--- src/rtl/any1_memunit.sv ---
// Load/store execution unit: steers byte lanes onto a 64-bit data bus, splits
// accesses that straddle a word boundary, and extends load data to 64 bits.
module any1_memunit #(
  parameter int AWID = 32,
  parameter int TMO  = 255
) (
  input  logic            clk,
  input  logic            rst,
  input  logic            req_valid_i,
  output logic            req_ready_o,
  input  logic            req_store_i,
  input  logic [1:0]      req_size_i,
  input  logic            req_sext_i,
  input  logic [AWID-1:0] req_ea_i,
  input  logic [63:0]     req_sdat_i,
  output logic            resp_valid_o,
  output logic [63:0]     resp_data_o,
  output logic            resp_err_o,
  output logic            cyc_o,
  output logic            stb_o,
  output logic            we_o,
  output logic [7:0]      sel_o,
  output logic [AWID-1:0] adr_o,
  output logic [63:0]     dat_o,
  input  logic            ack_i,
  input  logic            err_i,
  input  logic [63:0]     dat_i
);

  typedef enum logic [1:0] {IDLE, BUS1, BUS2, DONE} state_t;

  state_t state, state_nx;

  logic        store_q;
  logic        sext_q;
  logic [1:0]  size_q;
  logic [2:0]  ofs_q;
  logic [7:0]  sel_hi_q;
  logic [63:0] wdat_hi_q;
  logic [63:0] lo_q;
  logic [63:0] hi_q;
  logic        err_q;
  logic [15:0] cnt_q;

  logic [15:0]  mask16;
  logic [15:0]  sel16;
  logic [127:0] wdat128;
  logic [63:0]  rd;
  logic [63:0]  ld_data;
  logic         tmo_hit;
  logic         bus_err;

  assign req_ready_o = (state == IDLE);
  assign tmo_hit     = (TMO != 0) && (cnt_q == 16'(TMO));
  // err_i wins over ack_i; an expired wait is handled exactly like a bus error.
  assign bus_err     = err_i || tmo_hit;

  // NOTE: every always_comb output gets a default first so no path can infer a latch.
  always_comb begin
    mask16 = 16'h0001;
    case (req_size_i)
      2'b00: mask16 = 16'h0001;
      2'b01: mask16 = 16'h0003;
      2'b10: mask16 = 16'h000f;
      2'b11: mask16 = 16'h00ff;
      default: mask16 = 16'h0001;
    endcase
    sel16   = mask16 << req_ea_i[2:0];
    wdat128 = {64'd0, req_sdat_i} << {req_ea_i[2:0], 3'b000};
  end

  // Right-justify the addressed bytes out of the (possibly two-word) read data.
  always_comb begin
    rd      = 64'({hi_q, lo_q} >> {ofs_q, 3'b000});
    ld_data = rd;
    case (size_q)
      2'b00: ld_data = {{56{sext_q & rd[7]}},  rd[7:0]};
      2'b01: ld_data = {{48{sext_q & rd[15]}}, rd[15:0]};
      2'b10: ld_data = {{32{sext_q & rd[31]}}, rd[31:0]};
      2'b11: ld_data = rd;
      default: ld_data = rd;
    endcase
  end

  always_comb begin
    state_nx = state;
    case (state)
      IDLE: if (req_valid_i) state_nx = BUS1;
      BUS1: begin
        if (bus_err)    state_nx = DONE;
        else if (ack_i) state_nx = (sel_hi_q != 8'd0) ? BUS2 : DONE;
      end
      BUS2: if (bus_err || ack_i) state_nx = DONE;
      DONE: state_nx = IDLE;
      default: state_nx = IDLE;
    endcase
  end

  // NOTE: sequential state uses non-blocking assignments so every register samples pre-edge values.
  always_ff @(posedge clk) begin
    if (rst) state <= IDLE;
    else     state <= state_nx;
  end

  always_ff @(posedge clk) begin
    if (rst) begin
      store_q      <= 1'b0;
      sext_q       <= 1'b0;
      size_q       <= 2'd0;
      ofs_q        <= 3'd0;
      sel_hi_q     <= 8'd0;
      wdat_hi_q    <= 64'd0;
      lo_q         <= 64'd0;
      hi_q         <= 64'd0;
      err_q        <= 1'b0;
      cnt_q        <= 16'd0;
      cyc_o        <= 1'b0;
      stb_o        <= 1'b0;
      we_o         <= 1'b0;
      sel_o        <= 8'd0;
      adr_o        <= '0;
      dat_o        <= 64'd0;
      resp_valid_o <= 1'b0;
      resp_err_o   <= 1'b0;
      resp_data_o  <= 64'd0;
    end else begin
      resp_valid_o <= 1'b0;
      resp_err_o   <= 1'b0;
      case (state)
        IDLE: if (req_valid_i) begin
          store_q   <= req_store_i;
          sext_q    <= req_sext_i;
          size_q    <= req_size_i;
          ofs_q     <= req_ea_i[2:0];
          sel_hi_q  <= sel16[15:8];
          wdat_hi_q <= wdat128[127:64];
          err_q     <= 1'b0;
          cnt_q     <= 16'd0;
          cyc_o     <= 1'b1;
          stb_o     <= 1'b1;
          we_o      <= req_store_i;
          adr_o     <= {req_ea_i[AWID-1:3], 3'b000};
          sel_o     <= sel16[7:0];
          dat_o     <= wdat128[63:0];
        end
        BUS1: begin
          if (bus_err) begin
            {cyc_o, stb_o, we_o} <= 3'b000;
            err_q                <= 1'b1;
          end else if (ack_i) begin
            lo_q  <= dat_i;
            cnt_q <= 16'd0;
            if (sel_hi_q != 8'd0) begin
              adr_o <= adr_o + AWID'(8);
              sel_o <= sel_hi_q;
              dat_o <= wdat_hi_q;
            end else begin
              {cyc_o, stb_o, we_o} <= 3'b000;
            end
          end else begin
            cnt_q <= cnt_q + 16'd1;
          end
        end
        BUS2: begin
          if (bus_err) begin
            {cyc_o, stb_o, we_o} <= 3'b000;
            err_q                <= 1'b1;
          end else if (ack_i) begin
            hi_q                 <= dat_i;
            {cyc_o, stb_o, we_o} <= 3'b000;
          end else begin
            cnt_q <= cnt_q + 16'd1;
          end
        end
        DONE: begin
          resp_valid_o <= 1'b1;
          resp_err_o   <= err_q;
          resp_data_o  <= store_q ? 64'd0 : ld_data;
        end
        default: ;
      endcase
    end
  end

endmodule
--- config.mk ---
export PLATFORM = sky130hd
export DESIGN_NAME = any1_memunit
export DESIGN_NICKNAME = d
export VERILOG_FILES = /design/src/rtl/any1_memunit.sv
export SDC_FILE = /design/constraint.sdc
export NUM_CORES = 1
export LEC_CHECK = 0
export CAP_MARGIN = 10
export CORE_UTILIZATION = 45
export DETAILED_ROUTE_END_ITERATION = 10
export HOLD_SLACK_MARGIN = 0.02
export PLACE_DENSITY = 0.66
export SETUP_SLACK_MARGIN = 0.1
export SKIP_CTS_REPAIR_TIMING = 1
export SLEW_MARGIN = 10
export SYNTH_ARGS = -nofsm -noshare
export SYNTH_HDL_FRONTEND = slang
export SYNTH_SLANG_ARGS = --single-unit
export TNS_END_PERCENT = 100
--- constraint.sdc ---
create_clock -name clk -period 2.73 [get_ports clk]
set_input_delay 0.819 -clock clk [delete_from_list [all_inputs] [get_ports clk]]
set_output_delay 0.819 -clock clk [all_outputs]
set_load 0.03 [all_outputs]
==> results of run 1 <==
==> synthesized netlist by cell type (6+ instances only) <==
| master | number | area [sq um] |
|---|---|---|
| a31oi_1 | 15 | 93.8 |
| buf_1 | 15 | 56.3 |
| nand3_1 | 30 | 150 |
| dfxtp_1 | 378 | 7570 |
| nand2_1 | 465 | 1750 |
| and3_1 | 8 | 50.1 |
| nor4_1 | 15 | 93.8 |
| o21ai_1 | 9 | 45.0 |
| a21oi_1 | 259 | 1300 |
| o211ai_1 | 30 | 225 |
| nor2b_1 | 25 | 156 |
| a211oi_1 | 7 | 52.6 |
| a311o_1 | 8 | 80.1 |
| buf_4 | 21 | 158 |
| o32ai_1 | 14 | 123 |
| nor3_1 | 82 | 410 |
| a221o_1 | 9 | 90.1 |
| a22oi_1 | 47 | 353 |
| a221oi_1 | 43 | 377 |
| mux2_1 | 7 | 78.8 |
| o221ai_1 | 24 | 210 |
| mux2i_1 | 82 | 821 |
| inv_1 | 13 | 48.8 |
| a22oi_2 | 20 | 250 |
| nor2_1 | 230 | 863 |
| ha_1 | 6 | 75.1 |
| clkbuf_1 | 115 | 432 |
| o311a_1 | 7 | 70.1 |
| or2_2 | 6 | 37.5 |
| o21ai_0 | 70 | 350 |
| and2_1 | 7 | 43.8 |
| nand4_1 | 10 | 62.6 |
| buf_2 | 56 | 280 |
| mux2_2 | 84 | 946 |
| o2bb2ai_1 | 13 | 114 |
| or4_1 | 8 | 60.1 |
| a311oi_1 | 16 | 140 |
| mux4_2 | 57 | 1280 |
| buf_6 | 12 | 135 |
==> final cells by class <==
class | count | area (sq um)
antenna | 1 | 2.50
multi-input combinational | 1789 | 11500
clock buffer | 56 | 1190
inverter | 13 | 48.8
timing repair buffer | 458 | 4640
fill | 3971 | 18200
tap | 592 | 741
clock inverter | 19 | 198
sequential | 378 | 7570
==> flip-flops by register name, indices dropped and copies added (netlist names), 2 cells and up <==
register     count
dat_o           64
hi_q            56
lo_q            64
ofs_q            3
sel_hi_q         7
state            2
cnt_q           16
wdat_hi_q       56
sel_o            8
adr_o           29
size_q           2
resp_data_o     64
==> metrics by stage <==
step | setup TNS (ns) | setup WS (ns) | instance area (sq um) | hold WS (ns) | power, mW
floorplan | 0 | 0.250 | 20100 | 0.432 | 12.3
global placement | -0.627 | -0.259 | 24500 | 0.443 | 15.7
detailed placement | -0.724 | -0.237 | 24500 | 0.446 | 15.8
CTS | -0.223 | -0.223 | 25800 | 0.454 | 21.6
global route | 0 | 0.112 | 25900 | 0.470 | 22.6
finish | 0 | 0.160 | 25900 | 0.455 | 21.7
==> worst max path at each step <==
stage	end	slack, ns	depth (start not counted)
2_1_floorplan	dat_o[59]	0.25	8
3_3_place_gp	dat_o[15]	-0.26	6
3_5_place_dp	dat_o[15]	-0.24	6
4_1_cts	req_ready_o	-0.22	3
5_1_grt	adr_o[12]	0.11	1
6_report	sel_o[6]	0.16	1
==> power breakdown <==
part	total, mW	internal, mW	switching (mW)
Combinational	8.66	3.38	5.28
Sequential	7.19	6.36	0.832
Clock	5.82	3.37	2.44
==> kinds of logic (layout without fill, tap and decap cells) <==
kind of cell / Yosys count / count (layout) / synth area share (%)
AO/OA/AOI/OAI: 629 / 629 / 21.1
adder cells (fa/ha/maj): 6 / 6 / 0.373
buffers and inverters: 235 / 546 / 5.64
flip-flops: 378 / 378 / 37.6
multiplexers: 231 / 231 / 15.6
other: 1 / 4 / 0.0186
AND/OR/NAND/NOR: 920 / 920 / 19.6
==> layer usage <==
metal | vias to the layer above | routed length [um]
li1 | 9266 | -
met1 | 9686 | 31100
met2 | 1013 | 37000
met3 | 224 | 5830
met4 | 2 | 5350
met5 | - | 12
==> impl_metrics.py, run 1 <==
metrics = {
    "worst_setup_path": {
        "crit_arrival_ns": 1.75,
        "crit_chain": "clkdlybuf4s50_1",
        "critical_path_class": "reg2out",
        "cp_slowest_cell": "clkdlybuf4s50_1",
        "reg2reg_slack_ns": 0.28,
        "worst-path-max-fanout": 2,
        "critPathTopFamily": "buffers and inverters",
        "worst_setup_path_end_kind": "output port",
        "r2r_start": "state[1]",
        "max_stage_delay_ns": 0.72,
        "crit_required_ns": 1.91,
        "crit_buf_inv": 1,
        "r2r-end": "dat_o[14]",
        "crit_path_start_kind": "register",
        "ff2ff_path_depth": 8,
        "crit_path_start": "sel_o[6]",
    },
    "synthesis": {
        "ys_types": 76,
        "ys.flop_type": "dfxtp_1",
        "ys_async_sr_fraction_pct": 0,
        "netlist_area_sq_um": 20100,
        "avgSynthCellArea_sq_um": 8.39,
        "yosysSeqAreaShare_pct": 37.6,
        "synth_edf_count": 0,
        "syn_inst": 2400,
        "ys_ff_latch": 378,
        "yosysWarnings": 0,
    },
    "power_and_ir_drop": {
        "p_leak_nw": 9.11,
        "worst_ir_drop_vdd_mv": 0.629,
        "pwr_density_cell_nw_per_um2": 837,
    },
    "clock_tree": {
        "cts_tree": "built",
        "cts_buffers": 42,
        "clk_pin_slew_ns": 0.06,
        "clock_latency_ns": 0.59,
        "htree_levels": 2,
        "clockBufferDepth": 3,
        "cts_root_buf": "clkbuf_16",
        "clkSinkCount": 378,
    },
    "floorplanning": {
        "die_y_um": 213,
        "die_area_sq_um": 45600,
        "boundaryPins": 343,
        "fp.coreArea_sq_um": 44100,
        "start_util_pct": 45.6,
        "fp.dieW_um": 213,
        "row_count": 77,
    },
    "placement": {
        "hpwl_mm": 57.7,
        "dp_cells": 3230,
        "io_buffers": 339,
        "gp_congestion": 0.961,
    },
    "sta": {
        "setup_viol": 0,
        "max_slew_margin_pct": 37.3,
        "tightest_slew_ns": 0.932,
        "min_period_ns": 2.57,
        "finalCritPeriodShare_pct": 94.1,
        "rsz0062_at_grt": "no",
        "finalMaxSlewViolations": 0,
        "max_freq_ghz": 0.389,
        "skew_ns": 0.0284,
        "hold_violations": 0,
    },
    "worst_hold_path": {
        "worstHoldEndpoint": "lo_q[7]",
        "min_path_cells": 2,
        "hp-start": "lo_q[7]",
        "hold_path.class": "reg2reg",
    },
    "global_routing": {
        "grtUsageTotal_pct": 34.3,
        "grtUsageMet1_pct": 42.8,
        "antenna_found_initial": 2,
        "first_global_vias": 19600,
        "grt_pass1_wl_mm": 118,
        "gr-usage-met3_pct": 5.13,
        "grt_max_degree": 161,
        "overflow": 0,
        "gr-usage-met2_pct": 55.4,
        "busiest_layer": "met2",
    },
    "cells_and_area": {
        "final_cell_mix": "nand2_1 (464), dfxtp_1 (376), clkdlybuf4s50_1 (327)",
        "area_growth_pct": 28.6,
        "fin_nets": 2857,
        "layout_commonest_cell": "nand2_1",
        "instances_no_fill": 3306,
        "drive_gt1_share_pct": 14.3,
        "final_util_pct": 58.6,
    },
    "detailed_routing": {
        "vias_per_cell": 6.11,
        "postRouteWirelength_mm": 79.3,
        "ant_nets": 0,
        "vias": 20200,
        "drc_errors": 0,
        "dr.pass1.iters": 6,
        "routedWlPerCell_um": 24.0,
        "drt-initial-drc-count": 2151,
    },
    "run": {
        "cap_violations": 0,
    },
    "run_status": {
        "status": "finished clean",
    },
}
Note: power is estimated with default switching activity, not from simulation.
==> inputs of run 2 (changes only) <==
Settings changed: CORE_MARGIN from default to 3.
==> run 2 against run 1 <==
  * Worst hold slack lost 0.0071 ns
  * Global-route usage shrank 1.8 points
  * Register-to-register slack gained 0.11 ns
  * Clock power grew 6.9%
  * Critical path depth is the same
  * Die area grew 3.8%
  * Cell count shrank 0.15%
==> impl_metrics.py, run 2 (synthesis gave the netlist of run 1 again) <==
metrics = {
    "cells_and_area": {
        "drive_gt1_share_pct": 14.2,
        "instances_no_fill": 3301,
        "final_cell_mix": "nand2_1 (464), dfxtp_1 (376), clkdlybuf4s50_1 (326)",
        "fin_nets": 2853,
        "nFillCells": 3779,
        "area_growth_pct": 28.8,
        "design_area_sq_um": 25900,
        "reg_top3": "dat_o x64, lo_q x64, resp_data_o x64",
        "final_util_pct": 59.4,
        "layout_commonest_cell": "nand2_1",
    },
    "floorplanning": {
        "fp.dieW_um": 217,
        "die_y_um": 217,
        "boundaryPins": 343,
        "row_count": 76,
        "die_area_sq_um": 47300,
        "fp.coreArea_sq_um": 43600,
        "start_util_pct": 46.1,
    },
    "placement": {
        "io_buffers": 339,
        "dp_cells": 3219,
        "dp_slack_ns": -0.0963,
        "hpwl_mm": 58.3,
        "dpl_cell_area_sq_um": 24400,
        "gp_congestion": 0.928,
    },
    "worst_setup_path": {
        "crit_path_start_kind": "register",
        "r2r-end": "dat_o[40]",
        "crit_chain": "clkdlybuf4s50_1",
        "r2r_start": "cnt_q[0]",
        "cp_slowest_cell": "clkdlybuf4s50_1",
        "crit_buf_inv": 1,
        "critical_path_class": "reg2out",
        "ff2ff_path_depth": 8,
        "critPathTopFamily": "buffers and inverters",
        "reg2reg_slack_ns": 0.39,
        "crit_required_ns": 1.91,
        "worst-path-max-fanout": 6,
        "max_stage_delay_ns": 0.75,
        "worst_setup_path_end_kind": "output port",
        "crit_arrival_ns": 1.75,
    },
    "global_routing": {
        "first_global_vias": 19600,
        "grt_pass1_wl_mm": 119,
        "grtUsageTotal_pct": 32.5,
        "antenna_found_initial": 3,
        "grt_max_degree": 105,
        "overflow": 0,
    },
    "sta": {
        "skew_ns": 0.0139,
        "max_slew_margin_pct": 45.9,
        "tightest_slew_ns": 0.809,
        "hold_violations": 0,
        "setup_ws_ns": 0.157,
        "finalCritPeriodShare_pct": 94.2,
        "rsz0062_at_grt": "no",
        "min_period_ns": 2.57,
        "finalMaxSlewViolations": 0,
        "setup_viol": 0,
        "max_freq_ghz": 0.389,
        "whs_ns": 0.448,
    },
    "power_and_ir_drop": {
        "worst_ir_drop_vdd_mv": 0.627,
        "p_leak_nw": 9.15,
        "pwr_density_cell_nw_per_um2": 845,
    },
    "clock_tree": {
        "clkSinkCount": 378,
        "cts_root_buf": "clkbuf_16",
        "cts_tree": "built",
        "clk_pin_slew_ns": 0.07,
        "htree_levels": 2,
        "clockBufferDepth": 3,
        "clock_latency_ns": 0.58,
        "cts_buffers": 42,
    },
    "detailed_routing": {
        "drt-initial-drc-count": 2137,
        "postRouteWirelength_mm": 79.8,
        "ant_nets": 0,
        "routedWlPerCell_um": 24.2,
        "vias": 20300,
        "dr.pass1.iters": 8,
        "vias_per_cell": 6.14,
        "drc_errors": 0,
    },
    "run": {
        "cap_violations": 0,
    },
    "worst_hold_path": {
        "hold_path.class": "reg2reg",
        "worstHoldEndpoint": "resp_data_o[26]",
        "min_path_cells": 2,
        "hp-start": "resp_data_o[26]",
    },
    "run_status": {
        "status": "finished clean",
    },
}
==> run 2: cell count changes in the layout (fill, tap and decap cells not counted), sizes merged <==
cell and change:
buf -4, bufinv +3, diode +3, clkbuf +1, clkdlybuf4s50 -1, dlymetal6s2s +1
inv -1
==> run 2: final cells by class <==
class / instances / area, sq um / area share (%)
Clock buffer: 57 / 1220 / 4.70
Inverter: 13 / 48.8 / 0.188
Tap cell: 585 / 732 / 2.82
Antenna cell: 4 / 10.0 / 0.0386
Multi-Input combinational cell: 1789 / 11500 / 44.3
Sequential cell: 378 / 7570 / 29.2
Timing Repair Buffer: 454 / 4580 / 17.7
Clock inverter: 21 / 287 / 1.11
==> run 2: worst max path at each step <==
stage,slack (ns),depth (start not counted),start,end
6_report,0.16,1,adr_o[21],adr_o[21]
5_1_grt,0.10,3,state[1],req_ready_o
4_1_cts,-0.25,3,state[1],req_ready_o
3_5_place_dp,-0.1,5,err_i,cnt_q[5]
3_3_place_gp,-0.002,6,err_i,dat_o[13]
2_1_floorplan,0.25,8,req_ea_i[0],dat_o[59]
==> run 2: routing by layer <==
layer / wire, um / vias to the layer above / track usage, %
met1: 30900 / 9768 / 39.9
met2: 37900 / 1027 / 54.3
met3: 5770 / 212 / 5.13
met5: 7 / - / 0
li1: - / 9267 / -
met4: 5300 / 2 / 19.0
==> run 2: through the flow <==
stage	power (mW)	TNS, ns
3_3_place_gp	15.6	-0.00166
5_1_grt	22.8	0
6_report	21.9	0
2_1_floorplan	12.3	0
4_1_cts	21.9	-0.252
3_5_place_dp	15.7	-0.255
==> run 2: power by group <==
part	switching, mW	internal, mW
Sequential	0.795	6.36
Combinational	5.25	3.29
Clock	2.50	3.71
Total	8.55	13.4
